### config.mk
export PLATFORM = sky130hd
export DESIGN_NAME = if_prefetch_queue
export DESIGN_NICKNAME = d
export VERILOG_FILES = /design/src/rtl/if_prefetch_queue.sv
export SDC_FILE = /design/constraint.sdc
export NUM_CORES = 1
export LEC_CHECK = 0
export ABC_AREA = 1
export CORE_MARGIN = 1.5
export CORE_UTILIZATION = 50
export CTS_CLUSTER_SIZE = 40
export DETAILED_ROUTE_END_ITERATION = 8
export PLACE_DENSITY = 0.77
export SLEW_MARGIN = 40
export SYNTH_ARGS = -nofsm -noshare
export SYNTH_HDL_FRONTEND = slang
export SYNTH_SLANG_ARGS = --single-unit
export TNS_END_PERCENT = 1
### constraint.sdc
create_clock -name clk -period 4.4 [get_ports clk]
set_input_delay 0.44 -clock clk [delete_from_list [all_inputs] [get_ports clk]]
set_output_delay 0.44 -clock clk [all_outputs]
set_load 0.005 [all_outputs]
### src/rtl/if_prefetch_queue.sv
// Fetch stage with a small prefetch queue feeding IF_ID.
// Owns the fetch PC, reads instruction memory, and flushes on redirects from ID.
module if_prefetch_queue #(
    parameter int unsigned DEPTH    = 4,
    parameter logic [31:0] RESET_PC = 32'd0
) (
    input  logic                     clk,
    input  logic                     rst,
    output logic [31:0]              imem_addr,
    output logic                     imem_req,
    input  logic [31:0]              imem_rdata,
    input  logic                     redirect,
    input  logic [31:0]              redirect_pc,
    input  logic                     id_ready,
    output logic                     out_valid,
    output logic [31:0]              out_instr,
    output logic [31:0]              out_pc_incr,
    output logic [$clog2(DEPTH):0]   count
);

    localparam int unsigned PTR_W = $clog2(DEPTH);
    localparam int unsigned CNT_W = PTR_W + 1;

    typedef struct packed {
        logic [31:0] pc_incr;
        logic [31:0] instr;
    } entry_t;

    entry_t             storage [DEPTH];
    logic [31:0]        fetch_pc;
    logic [PTR_W-1:0]   wr_ptr;
    logic [PTR_W-1:0]   rd_ptr;
    logic               push;
    logic               pop;
    entry_t             head;

    // Queue handshake: a pop frees a slot for a same-cycle push when full.
    always_comb begin
        pop  = 1'b0;
        push = 1'b0;
        pop  = id_ready && (count != CNT_W'(0));
        push = !redirect && ((count < CNT_W'(DEPTH)) || pop);
    end

    assign imem_req  = push;
    assign imem_addr = fetch_pc;

    // Control state: fetch PC, pointers and occupancy.
    always_ff @(posedge clk) begin
        if (rst) begin
            fetch_pc <= RESET_PC;
            wr_ptr   <= '0;
            rd_ptr   <= '0;
            count    <= '0;
        end else if (redirect) begin
            fetch_pc <= redirect_pc;
            wr_ptr   <= '0;
            rd_ptr   <= '0;
            count    <= '0;
        end else begin
            if (push) begin
                fetch_pc <= fetch_pc + 32'd4;
                wr_ptr   <= wr_ptr + PTR_W'(1);
            end
            if (pop) begin
                rd_ptr <= rd_ptr + PTR_W'(1);
            end
            count <= count + CNT_W'(push) - CNT_W'(pop);
        end
    end

    // Payload storage is never cleared; occupancy alone decides validity.
    always_ff @(posedge clk) begin
        if (!rst && push) begin
            storage[wr_ptr] <= '{pc_incr: fetch_pc + 32'd4, instr: imem_rdata};
        end
    end

    assign head        = storage[rd_ptr];
    assign out_valid   = (count != CNT_W'(0));
    assign out_instr   = out_valid ? head.instr   : 32'd0;
    assign out_pc_incr = out_valid ? head.pc_incr : 32'd0;

endmodule
==> results of run 1 <==
-- sequential cells by signal (all words and copies together), names as in the netlist, named ones only --
name and count:
count 3, imem_addr 32, rd_ptr 2, storage 256
wr_ptr 2
-- cell type report --
| class | instances | area share |
|---|---|---|
| Timing Repair Buffer | 189 | 0.121 |
| Clock buffer | 45 | 0.0550 |
| Inverter | 40 | 0.00982 |
| Multi-Input combinational cell | 742 | 0.232 |
| Sequential cell | 297 | 0.552 |
| Clock inverter | 7 | 0.00390 |
| Tap cell | 324 | 0.0263 |
-- worst paths after layout --
kind	startpoint	to	cells after the start
max reg2reg	count[2]$_SDFF_PP0_	storage[2][21]$_DFFE_PP_	6
min	rd_ptr[1]$_SDFFE_PP0P_	register	2
min reg2reg	rd_ptr[1]$_SDFFE_PP0P_	register	2
max	register	out_pc_incr[17]	6
-- worst max-delay path, cell delays in order, from the launching register on --
cell             delay [ps]
dfxtp_4                 820
buf_4                   530
nor2_1                   90
nor2_1                   80
o21ai_0                  90
a21oi_1                 350
clkdlybuf4s50_1         580
-- report_power, final --
part	switching, mW	total [mW]	internal (mW)
Combinational	0.411	0.787	0.375
Clock	0.965	2.34	1.37
Sequential	0.0618	3.20	3.14
Total	1.44	6.33	4.89
-- cells by family after synthesis --
kind of cell / after synthesis / synth area share
buf+inv: 99 / 0.0317
simple gates: 465 / 0.153
flops: 297 / 0.684
xor+xnor: 22 / 0.0191
compound gates: 247 / 0.103
fa+ha+maj: 8 / 0.00865
-- layout by cell type (no fill, tap or decap), types with 12 or more instances in the layout --
master           netlist  final
clkbuf_16              0     30
nand2_1              124    124
buf_4                  0     19
a21oi_1               82     82
clkdlybuf4s50_1        0    168
a22oi_1               14     14
dfxtp_1               41     39
o21ai_0              138    138
nor2_1               296    291
edfxtp_1             256    256
nand3_1               12     12
inv_1                 37     37
-- routing by layer --
layer  up-vias  part of all wire  wire, um
met3        45             0.059      1720
met5         -                 0         0
met2       307              0.49     14300
met4         0             0.020       591
met1      4255              0.43     12700
li1       4227                 -         -
==> metrics.txt, run 1 <==
Tmin final=3540 ps; worst hold margin=490 ps; fillcell total=1893; # diodes=0; Residual DRC=0; Root Buffer=clkbuf_16; I/O pin count=169; Startpoint Class=register; DRT iter0 DRCs=607; final hold violations=0; initial core utilization=0.510; Finished Cell Area=15400 um^2; IO Port Bufs=168; RSZ-0062 raised after global routing=no; Synth Register Bits=297; share of layout cells above drive strength 1=0.0758; commonest cells in the synthesized netlist=296 x nor2_1, 256 x edfxtp_1, 138 x o21ai_0, 124 x nand2_1, 82 x a21oi_1; worst hold path type=reg2reg; GRT Overall Usage=0.227; Post-Route Utilization=0.632; Setup Viol. Count Final=0; Max-slew headroom=0.427; sequential cell area fraction in the yosys report=0.684; final slew viol count=0; cts hold-fix bufs=0; register area=8510 um^2; Post-DP Area=14500 um^2; Finished Layout Cells=1644; Setup crit end kind=output port; Syn Inst Count=1138; Final period util=0.804; GP Congestion=0.887; worst setup margin=860 ps; DP Worst Slack=1150 ps; routed wire length=29300 um; Placed Cells=1592; antenna violations before repair=0; DIE WIDTH=161 um; Total Die Area=25800 um^2; status=completed; yosys warns=0; met2 Usage GRT=0.384; gr ovfl total=0; GRT met3 Usage=0.0331; Pre-antenna DRT Iters=4; top-area cell type share of the netlist area=0.618; leading area contributor after synthesis=edfxtp_1; core box area=24400 um^2; synthesized area per cell=10.9 um^2; GR peak layer=met2; Worst-path clk slew=60 ps; cell area after synthesis=12400 um^2; Final Net Count=1375; Netlist cell types=33; Multi-input gate area=3570 um^2; Bufs on Longest Clock Path=3; CP Class=reg2out; clk_skew=10.6 ps; area grow syn2layout=23.9%; Async SR Flop Fraction=0; Rows=57; worst slew pin tran=860 ps; Post-synth EDFFs=256; via count=8834; Total Power=6.33 mW; Net Count, Synth=1214; CTS tree=built; Via-to-Cell Ratio=5.37; leading post-synthesis cells by cell area=edfxtp_1 62%, nor2_1 8.9%, dfxtp_1 6.6%, o21ai_0 5.6%, nand2_1 3.7%; P per Cell Area=411 nW/um^2; Critical Path AT=3100 ps; die height=161 um; CTS-repair resized insts=0; maxcap violations=0; maximum VDD drop=0.000276 V; P_leak=5.31 nW; dpl hpwl=18400 um; setup TNS=0 ps; fmax=283 MHz; Post-CTS Setup Inserts=0; top_reg_cell synth=edfxtp_1; largest net degree at the start of global routing=81; TritonCTS Buffers=29; Worst Path Required=3960 ps; clk sinks=297; clk_lat worst skew=530 ps; crit-path max FO=67; first-pass GRT wire length=46300 um; H-tree depth=1; post-route ant nets=0; met1 global-route usage=0.309; Routed wire per std cell=17.8 um; count leader, synth=nor2_1; vias in the first global route=8757; flop2flop setup slack=2070 ps
Note: power is estimated with default switching activity, not from simulation.
==> run 2, diff against run 1 <==
Clock period 4.4 ns to 2.99 ns, I/O delays scaled along.
==> run 2 against run 1 <==
Against the previous run: first-iteration DRC count grew 26%; critical endpoint is now out_pc_incr[14]; utilization grew 0.21 points; worst setup slack lost 720 ps; die area is the same; non-clock buffer count grew 5; worst hold slack lost 140 ps.
==> metrics.txt, run 2 (synthesized netlist as in run 1, its figures left out) <==
CTS tree=built; largest net degree at the start of global routing=81; Setup Viol. Count Final=0; max reg flops=256; maxcap violations=0; Via-to-Cell Ratio=5.36; most common cell after layout, fill and taps aside=nor2_1; antenna violations before repair=0; GP Congestion=0.935; vias in the first global route=8846; FF-to-FF path depth=9; Hold Crit Depth=3; Max-slew headroom=0.460; via count=8841; Residual DRC=0; Worst Path Required=2690 ps; DIE WIDTH=161 um; worst slew pin tran=811 ps; Rows=57; core box area=24400 um^2; CP Class=reg2out; Tmin final=2850 ps; Routed wire per std cell=17.8 um; hold endpoint=imem_addr[7]$_SDFFE_PP0N_; I/O pin count=169; Critical Path AT=2550 ps; crit-path max FO=48; P_leak=5.32 nW; R2R Path End=count[2]$_SDFF_PP0_; status=completed; H-tree depth=1; min-delay src=redirect_pc[7]; Root Buffer=clkbuf_16; CP peak stage delay=570 ps; worst hold path type=in2reg; flop2flop setup slack=760 ps; clk sinks=297; Bufs on Longest Clock Path=3; clk_skew=8.08 ps; Final period util=0.952; cts hold-fix bufs=0; final hold violations=0; CP bufs+invs=3; RSZ-0062 raised after global routing=no; Setup crit end kind=output port; post-route ant nets=0; Startpoint Class=register; clk_lat worst skew=530 ps; Total Power=9.23 mW; IO Port Bufs=168; die height=161 um; first-pass GRT wire length=46000 um; # diodes=0; fillcell total=1872; commonest non-fill, non-tap cells in the layout=292 x nor2_1, 256 x edfxtp_1, 168 x clkdlybuf4s50_1; Crit-path slowest cell=clkdlybuf4s50_1; share of layout cells above drive strength 1=0.0770; Total Die Area=25800 um^2; area grow syn2layout=24.3%; TritonCTS Buffers=29; fmax=351 MHz; routed wire length=29300 um; worst r2r src=count[2]$_SDFF_PP0_; Pre-antenna DRT Iters=5; dpl hpwl=18200 um; final slew viol count=0; DRT iter0 DRCs=762; P per Cell Area=597 nW/um^2; worst hold margin=345 ps; Worst-path clk slew=60 ps; critical path cell sequence=clkinv_2 > buf_4 > o21ai_0 > a21oi_1 > clkdlybuf4s50_1; maximum VDD drop=0.000358 V; GRT Overall Usage=0.226; Final Net Count=1380; gr ovfl total=0; initial core utilization=0.510; family with the most delay on the worst path=buffers and inverters; Most flops, register=storage
==> run 2: how the worst max path moves through the flow <==
stage / start / end / slack [ps] / depth (start not counted)
6_report: register / out_pc_incr[14] / 140 / 5
5_1_grt: register / out_pc_incr[14] / 30 / 5
4_1_cts: register / out_pc_incr[14] / 90 / 5
3_5_place_dp: redirect / storage[0][24]$_DFFE_PP_ / 520 / 7
3_3_place_gp: redirect / storage[0][29]$_DFFE_PP_ / 580 / 7
2_1_floorplan: redirect / storage[0][0]$_DFFE_PP_ / -240 / 6
==> run 2: area by class of cell <==
| cell class | instances | area (um^2) | share of cell area |
|---|---|---|---|
| Inverter | 40 | 154 | 0.00995 |
| Timing Repair Buffer | 194 | 1960 | 0.127 |
| Multi-Input combinational cell | 742 | 3570 | 0.231 |
| Tap cell | 324 | 405 | 0.0262 |
| Clock buffer | 37 | 756 | 0.0489 |
| Clock inverter | 15 | 108 | 0.00696 |
| Sequential cell | 297 | 8510 | 0.551 |
==> run 2: metrics by stage <==
stage	TNS, ps	util	setup WS (ps)	std cells	instance area, um^2
floorplan	-61240	-	-239	1138	12400
global placement	0	0.598	581	1596	14600
detailed placement	0	0.598	518	1596	14600
CTS	0	0.633	86.2	1648	15400
global route	0	0.634	25.1	1649	15500
finish	0	0.634	143	1649	15500
==> run 2: per-layer routing <==
metal	up-vias	routed length, um	share of wire	global-route usage
li1	4241	-	-	-
met1	4205	12500	0.43	0.308
met5	-	0	0	0
met4	0	659	0.022	0.0678
met3	52	1940	0.066	0.0310
met2	343	14300	0.49	0.382
==> run 2: what timing repair did <==
action	in CTS	in global routing
buffers inserted	0	1
gates resized for setup	0	0
endpoints found under the setup margin	0	9
==> run 2: where the power goes <==
group / total, mW / internal (mW) / switching, mW / leakage [nW]
Clock: 3.33 / 1.87 / 1.46 / 0.414
Sequential: 4.70 / 4.62 / 0.0809 / 2.69
Combinational: 1.19 / 0.575 / 0.612 / 2.22
==> run 2: worst register-to-register path, cell delays in order (launching register included) <==
cell and delay (ps):
dfxtp_1 360, nor3_2 300, nor2_1 150, ha_1 300, inv_1 40, ha_1 190, fa_1 390, xnor2_1 200
xnor2_1 140, nor2_1 50
==> run 3, diff against run 2 <==
Settings changed: CORE_ASPECT_RATIO set to 0.9, TNS_END_PERCENT 1 to 10.
==> run 3 against run 2 <==
Against the previous run: routed wire length about the same; register-to-register slack improved by 20 ps; non-clock buffer count decreased by 5; sequential power about the same; cell count decreased by 1.2%; count of clock-buffer cells in the layout decreased by 3; global-route usage increased by 0.065 points; critical endpoint is now out_pc_incr[30]; largest power group unchanged.
==> metrics.txt, run 3 (synthesized netlist as in run 1, its figures left out) <==
Post-DP Area=14500 um^2; H-tree depth=1; P_sw=2.22 mW; DIE WIDTH=169 um; Most flops, register=storage; Root Buffer=clkbuf_16; flop2flop setup slack=780 ps; Via-to-Cell Ratio=5.43; Sequential Power Share=0.489; Max-slew headroom=0.441; post-route ant nets=0; Total Die Area=25800 um^2; IO Port Bufs=168; clk sinks=297; Hold Crit Depth=3; Residual DRC=0; Multi-input gate area=3570 um^2; Finished Cell Area=15500 um^2; P per Cell Area=619 nW/um^2; FF-to-FF path depth=9; # diodes=0; switching part of the total=0.231; fmax=356 MHz; worst slew pin tran=839 ps; routed wire length=29300 um; internal power=7.39 mW; hold endpoint=imem_addr[9]$_SDFFE_PP0N_; CTS tree=built; CP Class=reg2out; final slew viol count=0; final hold violations=0; register area=8510 um^2; first-pass GRT wire length=46200 um; vias in the first global route=8688; worst hold path type=in2reg; RSZ-0062 raised after global routing=no; Routed wire per std cell=18.0 um; Startpoint Class=register; die height=153 um; antenna violations before repair=0; fillcell total=1846; Setup Viol. Count Final=0; I/O pin count=169; Tmin final=2810 ps; initial core utilization=0.511; Total Power=9.61 mW; core box area=24300 um^2; combinational fraction of design power=0.123; R2R Path End=count[2]$_SDFF_PP0_; Setup crit end kind=output port; clk_skew=18.0 ps; Bufs on Longest Clock Path=3; Pre-antenna DRT Iters=5; largest net degree at the start of global routing=66; Clk pwr share=0.388; clk_lat worst skew=540 ps; crit-path max FO=42; worst r2r src=count[1]$_SDFF_PP0_; most common cell after layout, fill and taps aside=nor2_1; share of layout cells above drive strength 1=0.0795; TritonCTS Buffers=29; Final period util=0.940; Rows=54; P_leak=5.36 nW; GRT Overall Usage=0.227; Worst-path clk slew=60 ps; status=completed; Critical Path AT=2510 ps; DRT iter0 DRCs=995; Worst Path Required=2690 ps; max reg flops=256; Final Net Count=1375; dpl hpwl=17700 um; Post-Route Utilization=0.638; via count=8847; GP Congestion=0.927; commonest non-fill, non-tap cells in the layout=292 x nor2_1, 256 x edfxtp_1, 168 x clkdlybuf4s50_1; min-delay src=redirect_pc[9]; maxcap violations=0; maximum VDD drop=0.000353 V; area grow syn2layout=24.7%; Post-CTS Setup Inserts=0; gr ovfl total=0
## run 3: how the worst max path moves through the flow
stage | from | slack [ps] | end | cells after the start
6_report | register | 180 | out_pc_incr[30] | 6
5_1_grt | register | 30 | out_pc_incr[30] | 6
4_1_cts | register | 60 | out_pc_incr[30] | 6
3_5_place_dp | redirect | 270 | storage[0][45]$_DFFE_PP_ | 7
3_3_place_gp | redirect | 390 | storage[0][37]$_DFFE_PP_ | 7
2_1_floorplan | redirect | -240 | storage[0][0]$_DFFE_PP_ | 6
## run 3: timing repair
action / in CTS / in global routing
endpoints found under the setup margin: 0 / 11
gates resized for setup: 0 / 2
hold buffers: 0 / 0
## run 3: final cells by class
cell class,count,area share
Sequential cell,297,0.549
Multi-Input combinational cell,742,0.230
Timing Repair Buffer,189,0.123
Clock buffer,34,0.0499
Tap cell,308,0.0248
Clock inverter,19,0.0134
Inverter,40,0.00976
## run 3: metal layers
| metal | GRT usage | up-vias | part of all wire | wire [um] |
|---|---|---|---|---|
| met4 | 0.0523 | 0 | 0.020 | 599 |
| met5 | 0 | - | 0 | 0 |
| li1 | - | 4228 | - | - |
| met1 | 0.314 | 4200 | 0.43 | 12500 |
| met2 | 0.376 | 374 | 0.47 | 13900 |
| met3 | 0.0410 | 45 | 0.079 | 2300 |
## run 3: power groups by stage
stage	Clock (mW)	Sequential [mW]	Combinational [mW]
3_5_place_dp	0	4.79	1.18
4_1_cts	3.76	4.70	1.19
5_1_grt	3.92	4.71	1.30
6_report	3.72	4.70	1.18
2_1_floorplan	0	4.77	0.496
3_3_place_gp	0	4.78	1.17
## run 3: worst max-delay path, stage by stage (launching register included)
cell and delay (ps):
dfxtp_4 480, buf_6 330, nor2_1 70, nor2_1 100
o21ai_0 100, a21oi_1 300, clkdlybuf4s50_1 570
## run 3: per-stage QoR
| step | setup TNS (ps) | hold WS [ps] | std cells | setup WS (ps) |
|---|---|---|---|---|
| 6_report | 0 | 340 | 1629 | 179 |
| 5_1_grt | 0 | 342 | 1629 | 32.5 |
| 4_1_cts | 0 | 326 | 1629 | 55.7 |
| 3_5_place_dp | 0 | 466 | 1576 | 272 |
| 3_3_place_gp | 0 | 455 | 1576 | 388 |
| 2_1_floorplan | -61240 | 398 | 1138 | -239 |
